<file path="src/rtl/special_add_if.sv">
`default_nettype none
// ============================================================================
// Module      : special_add_if
// Description : Operand/result bundle for the binary32 special-case adder
//               front end.
// Revision    : 1.0 - initial release
// ============================================================================
interface special_add_if;
    logic        in_valid;
    logic [31:0] a;
    logic [31:0] b;
    logic        symbol;
    logic        out_valid;
    logic [31:0] out;
    logic        check_special;

    // The producer of operands is the master; the adder front end is the slave.
    modport master (
        output in_valid,
        output a,
        output b,
        output symbol,
        input  out_valid,
        input  out,
        input  check_special
    );

    modport slave (
        input  in_valid,
        input  a,
        input  b,
        input  symbol,
        output out_valid,
        output out,
        output check_special
    );
endinterface
`default_nettype wire

</file>
<file path="src/rtl/special_add.sv">
`default_nettype none
// ============================================================================
// Module      : special_add
// Description : Special-operand (zero/inf/NaN) resolution for a binary32
//               add/subtract, one registered output stage.
// Revision    : 1.0 - initial release
// ============================================================================
module special_add (
    input  wire logic    clk,
    input  wire logic    rst_n,
    special_add_if.slave bus
);
    localparam logic [31:0] C_QNAN     = 32'h7FC0_0000;
    localparam logic [7:0]  C_EXP_MAX  = 8'hFF;
    localparam logic [22:0] C_MANT_ZERO = 23'd0;

    // Operand B with the subtract sign flip applied.
    logic        w_a_sign;
    logic [7:0]  w_a_exp;
    logic [22:0] w_a_mant;
    logic        w_b_sign;
    logic [7:0]  w_b_exp;
    logic [22:0] w_b_mant;

    assign w_a_sign = bus.a[31];
    assign w_a_exp  = bus.a[30:23];
    assign w_a_mant = bus.a[22:0];
    assign w_b_sign = bus.b[31] ^ bus.symbol;
    assign w_b_exp  = bus.b[30:23];
    assign w_b_mant = bus.b[22:0];

    logic w_a_zero;
    logic w_a_inf;
    logic w_a_nan;
    logic w_b_zero;
    logic w_b_inf;
    logic w_b_nan;

    // Denormals fall through as ordinary operands.
    assign w_a_zero = (w_a_exp == 8'h00)     && (w_a_mant == C_MANT_ZERO);
    assign w_a_inf  = (w_a_exp == C_EXP_MAX) && (w_a_mant == C_MANT_ZERO);
    assign w_a_nan  = (w_a_exp == C_EXP_MAX) && (w_a_mant != C_MANT_ZERO);
    assign w_b_zero = (w_b_exp == 8'h00)     && (w_b_mant == C_MANT_ZERO);
    assign w_b_inf  = (w_b_exp == C_EXP_MAX) && (w_b_mant == C_MANT_ZERO);
    assign w_b_nan  = (w_b_exp == C_EXP_MAX) && (w_b_mant != C_MANT_ZERO);

    logic [31:0] w_result;
    logic        w_special;

    // Priority chain: earlier branches win.
    always_comb begin
        w_result  = 32'h0000_0000;
        w_special = 1'b0;
        if (w_a_nan || w_b_nan) begin
            w_result  = C_QNAN;
            w_special = 1'b1;
        end else if (w_a_inf && w_b_inf) begin
            w_special = 1'b1;
            if (w_a_sign == w_b_sign) begin
                w_result = {w_a_sign, C_EXP_MAX, C_MANT_ZERO};
            end else begin
                w_result = C_QNAN;
            end
        end else if (w_a_inf) begin
            w_result  = bus.a;
            w_special = 1'b1;
        end else if (w_b_inf) begin
            w_result  = {w_b_sign, C_EXP_MAX, C_MANT_ZERO};
            w_special = 1'b1;
        end else if (w_a_zero && w_b_zero) begin
            // -0 only when both effective signs are negative.
            w_result  = {w_a_sign & w_b_sign, 31'd0};
            w_special = 1'b1;
        end else if (w_a_zero) begin
            w_result  = {w_b_sign, bus.b[30:0]};
            w_special = 1'b1;
        end else if (w_b_zero) begin
            w_result  = bus.a;
            w_special = 1'b1;
        end
    end

    logic        r_out_valid;
    logic [31:0] r_out;
    logic        r_check_special;

    always_ff @(posedge clk) begin
        if (!rst_n) begin
            r_out_valid     <= 1'b0;
            r_out           <= 32'h0000_0000;
            r_check_special <= 1'b0;
        end else begin
            r_out_valid <= bus.in_valid;
            if (bus.in_valid) begin
                r_out           <= w_result;
                r_check_special <= w_special;
            end
        end
    end

    assign bus.out_valid     = r_out_valid;
    assign bus.out           = r_out;
    assign bus.check_special = r_check_special;
endmodule
`default_nettype wire

</file>
<file path="src/flat_wrapper.sv">
// flat-port wrapper written by rule: the top's interface ports become plain ports
module special_add_flat 
  (clk, rst_n, bus_in_valid, bus_a, bus_b, bus_symbol, bus_out_valid, bus_out, bus_check_special);
  special_add_if bus_i ();
  input  wire logic clk;
  input  wire logic rst_n;
  input wire logic [$bits(bus_i.in_valid)-1:0] bus_in_valid;
  input wire logic [$bits(bus_i.a)-1:0] bus_a;
  input wire logic [$bits(bus_i.b)-1:0] bus_b;
  input wire logic [$bits(bus_i.symbol)-1:0] bus_symbol;
  output wire logic [$bits(bus_i.out_valid)-1:0] bus_out_valid;
  output wire logic [$bits(bus_i.out)-1:0] bus_out;
  output wire logic [$bits(bus_i.check_special)-1:0] bus_check_special;
  assign bus_i.in_valid = bus_in_valid;
  assign bus_i.a = bus_a;
  assign bus_i.b = bus_b;
  assign bus_i.symbol = bus_symbol;
  assign bus_out_valid = bus_i.out_valid;
  assign bus_out = bus_i.out;
  assign bus_check_special = bus_i.check_special;
  special_add u_core (.clk(clk), .rst_n(rst_n), .bus(bus_i));
endmodule
</file>
<file path="config.mk">
export PLATFORM = sky130hd
export DESIGN_NAME = special_add_flat
export DESIGN_NICKNAME = d
export VERILOG_FILES = /design/src/rtl/special_add_if.sv /design/src/rtl/special_add.sv /design/src/flat_wrapper.sv
export SDC_FILE = /design/constraint.sdc
export NUM_CORES = 1
export LEC_CHECK = 0
export CAP_MARGIN = 20
export CORE_AREA = 3 3 87 89
export CTS_CLUSTER_DIAMETER = 40
export DETAILED_ROUTE_END_ITERATION = 10
export DIE_AREA = 0 0 90 92
export PLACE_DENSITY = 0.58
export SETUP_SLACK_MARGIN = 0.4
export SYNTH_ARGS = -nofsm -noshare
export SYNTH_HDL_FRONTEND = slang
export SYNTH_SLANG_ARGS = --single-unit
</file>
<file path="constraint.sdc">
create_clock -name clk -period 2.3 [get_ports clk]
set_clock_uncertainty 0.15 [all_clocks]
set_input_delay 0.23 -clock clk [delete_from_list [all_inputs] [get_ports clk]]
set_output_delay 0.23 -clock clk [all_outputs]
set_load 0.05 [all_outputs]
</file>
==> qor.yml <==
vias: 2166
tritoncts: "built"
crit_arrival_ns: 1.95
setup_tns_ns: 0
worst_pin_slew_ns: 0.5318
place_inst: 419
htree_levels: 2
post-route-drc-count: 0
final_nets: 412
clockRootBuffer: "clkbuf_8"
max_cap_violations: 0
postSynthCellCount: 195
crit_path_cell_trace: "buf_8, nor4_4, buf_4, nand4_1, buf_4, nor3_4, buf_6, nor4b_4, buf_6, a22oi_2, o21ai_1"
pwr-share-comb: 0.202
first_global_vias: 2304
hold_viol: 0
drv_slew: 0
cp_slowest_stage_delay_ns: 0.32
critPathCaptureType: "register"
synth-seq-cells: 34
syn_area_sq_um: 1697
status: "finished clean"
dr.pass1.iters: 4
antenna_found_initial: 0
synth_compound_area_frac: 0.3119
worstReg2RegStart: "u_core.bus.out[17]"
synthFlopType: "dfxtp_1"
whs_ns: 0.1102
synth-simple-area-share: 0.2389
syn_to_final_growth_pct: 109.6
power.switching_fraction: 0.2686
dieWidth_microns: 90
grt_usage: 0.1781
drt_iter0_markers: 100
drive_gt1_frac: 0.3692
cts_made_buffers: 5
cellPowerDensity_nw_per_um2: 407.0
pwr-share-seq: 0.417
required_ns: 2.33
synthAdderAreaFrac: 0.007375
dp_hpwl_mm: 5.318
p_leak_nw: 1.403
crit_fanout: 5
p_switching_mw: 0.3887
ctsHoldBuffers: 0
drt_wl_total_mm: 7.486
syn_nets: 264
clk_latency_ns: 0.29
synth_top_family_by_area: "compound AO/OA/AOI/OAI gates"
startpoint_type: "input pin"
ys_types: 32
hold_class: "input pin to register"
peakVddDrop_mv: 0.1885
io_buffers: 101
period_minus_slack_ns: 1.916
yosys_warnings: 0
startpoint: "bus_b[1]"
reg2reg_slack_ns: 1.47
ant_nets: 0
synth-async-reset-ratio: 0
synth_xor_area_frac: 0.005162
grt_pass1_wl_mm: 11.79
cts_buffer_depth: 2
grt_setup_unrepaired: "true"
seq_area_frac_synth: 0.4012
std_cell_rows: 30
fillers: 644
die-area_sq_um: 8280
fp.dieH_microns: 92
multi_input_area_sq_um: 1252
synth_edf_count: 0
layout_commonest_cell: "buf_4"
avgRoutedWirePerCell_microns: 16.98
viasPerCell: 4.912
mostFrequentLayoutCells: "41 x buf_4, 40 x clkdlybuf4s50_1, 34 x dfxtp_1, 24 x dlygate4sd2_1, 17 x a22oi_2"
clk_pin_slew_ns: 0.07
reg2reg_depth: 2
fmax_mhz: 521.8
endpoint: "u_core.bus.out[8]"
pin_count: 102
worstReg2RegEnd: "u_core.bus.out[17]"
grt.overflow.total: 0
timing.final.crit_share: 0.8332
slowest_stage: "nor3_4"
seqCellArea_sq_um: 680.7
maxSlewHeadroom: 0.6444
clkPwrFrac: 0.381
p_int_mw: 1.058
stdcell_count: 441
initial_utilization: 0.2484
clkSinkCount: 34
syn_avg_cell_area_sq_um: 8.701
path_class: "input pin to register"
gp_congestion: 0.9008
coreArea_sq_um: 6832
muxShareOfSynthArea: 0
grt_max_degree: 24
setup_viol: 0
[cell families after synthesis]
logic type | count (synthesis)
buf+inv | 13
fa+ha+maj | 1
xor+xnor | 1
simple gates | 69
flops | 34
compound gates | 77
[critical path: cells and delay by family]
| family | cells | cell delay [ns] |
|---|---|---|
| simple gates | 4 | 0.75 |
| buf+inv | 5 | 0.72 |
| compound gates | 2 | 0.25 |
[synthesized netlist by cell type (2+ instances only)]
master | number | share of area
o21ai_0 | 10 | 0.029
a22o_1 | 13 | 0.067
o21ai_1 | 10 | 0.029
a31oi_1 | 2 | 0.0074
clkbuf_1 | 5 | 0.011
nand2_1 | 17 | 0.038
nor3_2 | 2 | 0.012
nor3_1 | 2 | 0.0059
a22oi_1 | 27 | 0.12
buf_2 | 5 | 0.015
nor2_1 | 7 | 0.015
o22ai_1 | 2 | 0.0074
dfxtp_1 | 34 | 0.40
nor2b_1 | 14 | 0.052
a21oi_1 | 8 | 0.024
nor4_2 | 2 | 0.015
nor4_1 | 14 | 0.052
nand4_1 | 6 | 0.022
a211oi_1 | 2 | 0.0088
[layer usage]
metal  share of wire  track usage
met3           0.069      0.05824
met4          0.0069      0.03571
met1            0.45       0.2283
met2            0.47       0.2937
met5               0            0
[area by class of cell]
type	instances	share of cell area
timing repair buffer	153	0.3902
multi-input combinational	148	0.3522
sequential	34	0.1914
tap	96	0.03378
clock buffer	5	0.01935
clock inverter	3	0.01126
inverter	1	0.001056
antenna	1	0.0007037
[stage by stage]
stage               instance area, sq um  total power [mW]  setup slack, ns    util
global placement                    3070            0.9045          -0.3791  0.4495
finish                              3556             1.447           0.3836  0.5205
global route                        3553             1.500           0.2808  0.5201
detailed placement                  3070            0.9022          -0.4049  0.4495
floorplan                           1697            0.6942           0.4539       -
CTS                                 3379             1.440           0.3999  0.4947
[registers in the layout (all words and copies together) (netlist names)]
name and flops:
u_core.bus.check_special 1, u_core.bus.out 32, u_core.bus.out_valid 1
[power by group through the flow]
| stage | registers [mW] | logic [mW] | clock network [mW] |
|---|---|---|---|
| floorplan | 0.649 | 0.0455 | 0 |
| global placement | 0.617 | 0.288 | 0 |
| detailed placement | 0.616 | 0.286 | 0 |
| CTS | 0.603 | 0.276 | 0.561 |
| global route | 0.604 | 0.310 | 0.586 |
| finish | 0.603 | 0.292 | 0.552 |
[worst min path at each step]
| stage | startpoint | endpoint | depth (start not counted) |
|---|---|---|---|
| 5_1_grt | bus_a[4] | u_core.bus.out[4] | 3 |
| 6_report | bus_a[3] | u_core.bus.out[3] | 3 |
| 3_3_place_gp | u_core.bus.out[2] | u_core.bus.out[2] | 2 |
| 4_1_cts | bus_b[1] | u_core.bus.out[1] | 3 |
| 2_1_floorplan | rst_n | u_core.bus.out[22] | 2 |
| 3_5_place_dp | u_core.bus.out[0] | u_core.bus.out[0] | 2 |
[repair_timing]
| action | CTS | global route |
|---|---|---|
| cloned | 2 | 0 |
| pin swaps | 24 | 46 |
| resized for setup | 136 | 54 |
| endpoints found under the setup margin | 33 | 33 |
| setup buffers | 8 | 3 |
No activity file was read; power rests on OpenSTA's default activity.
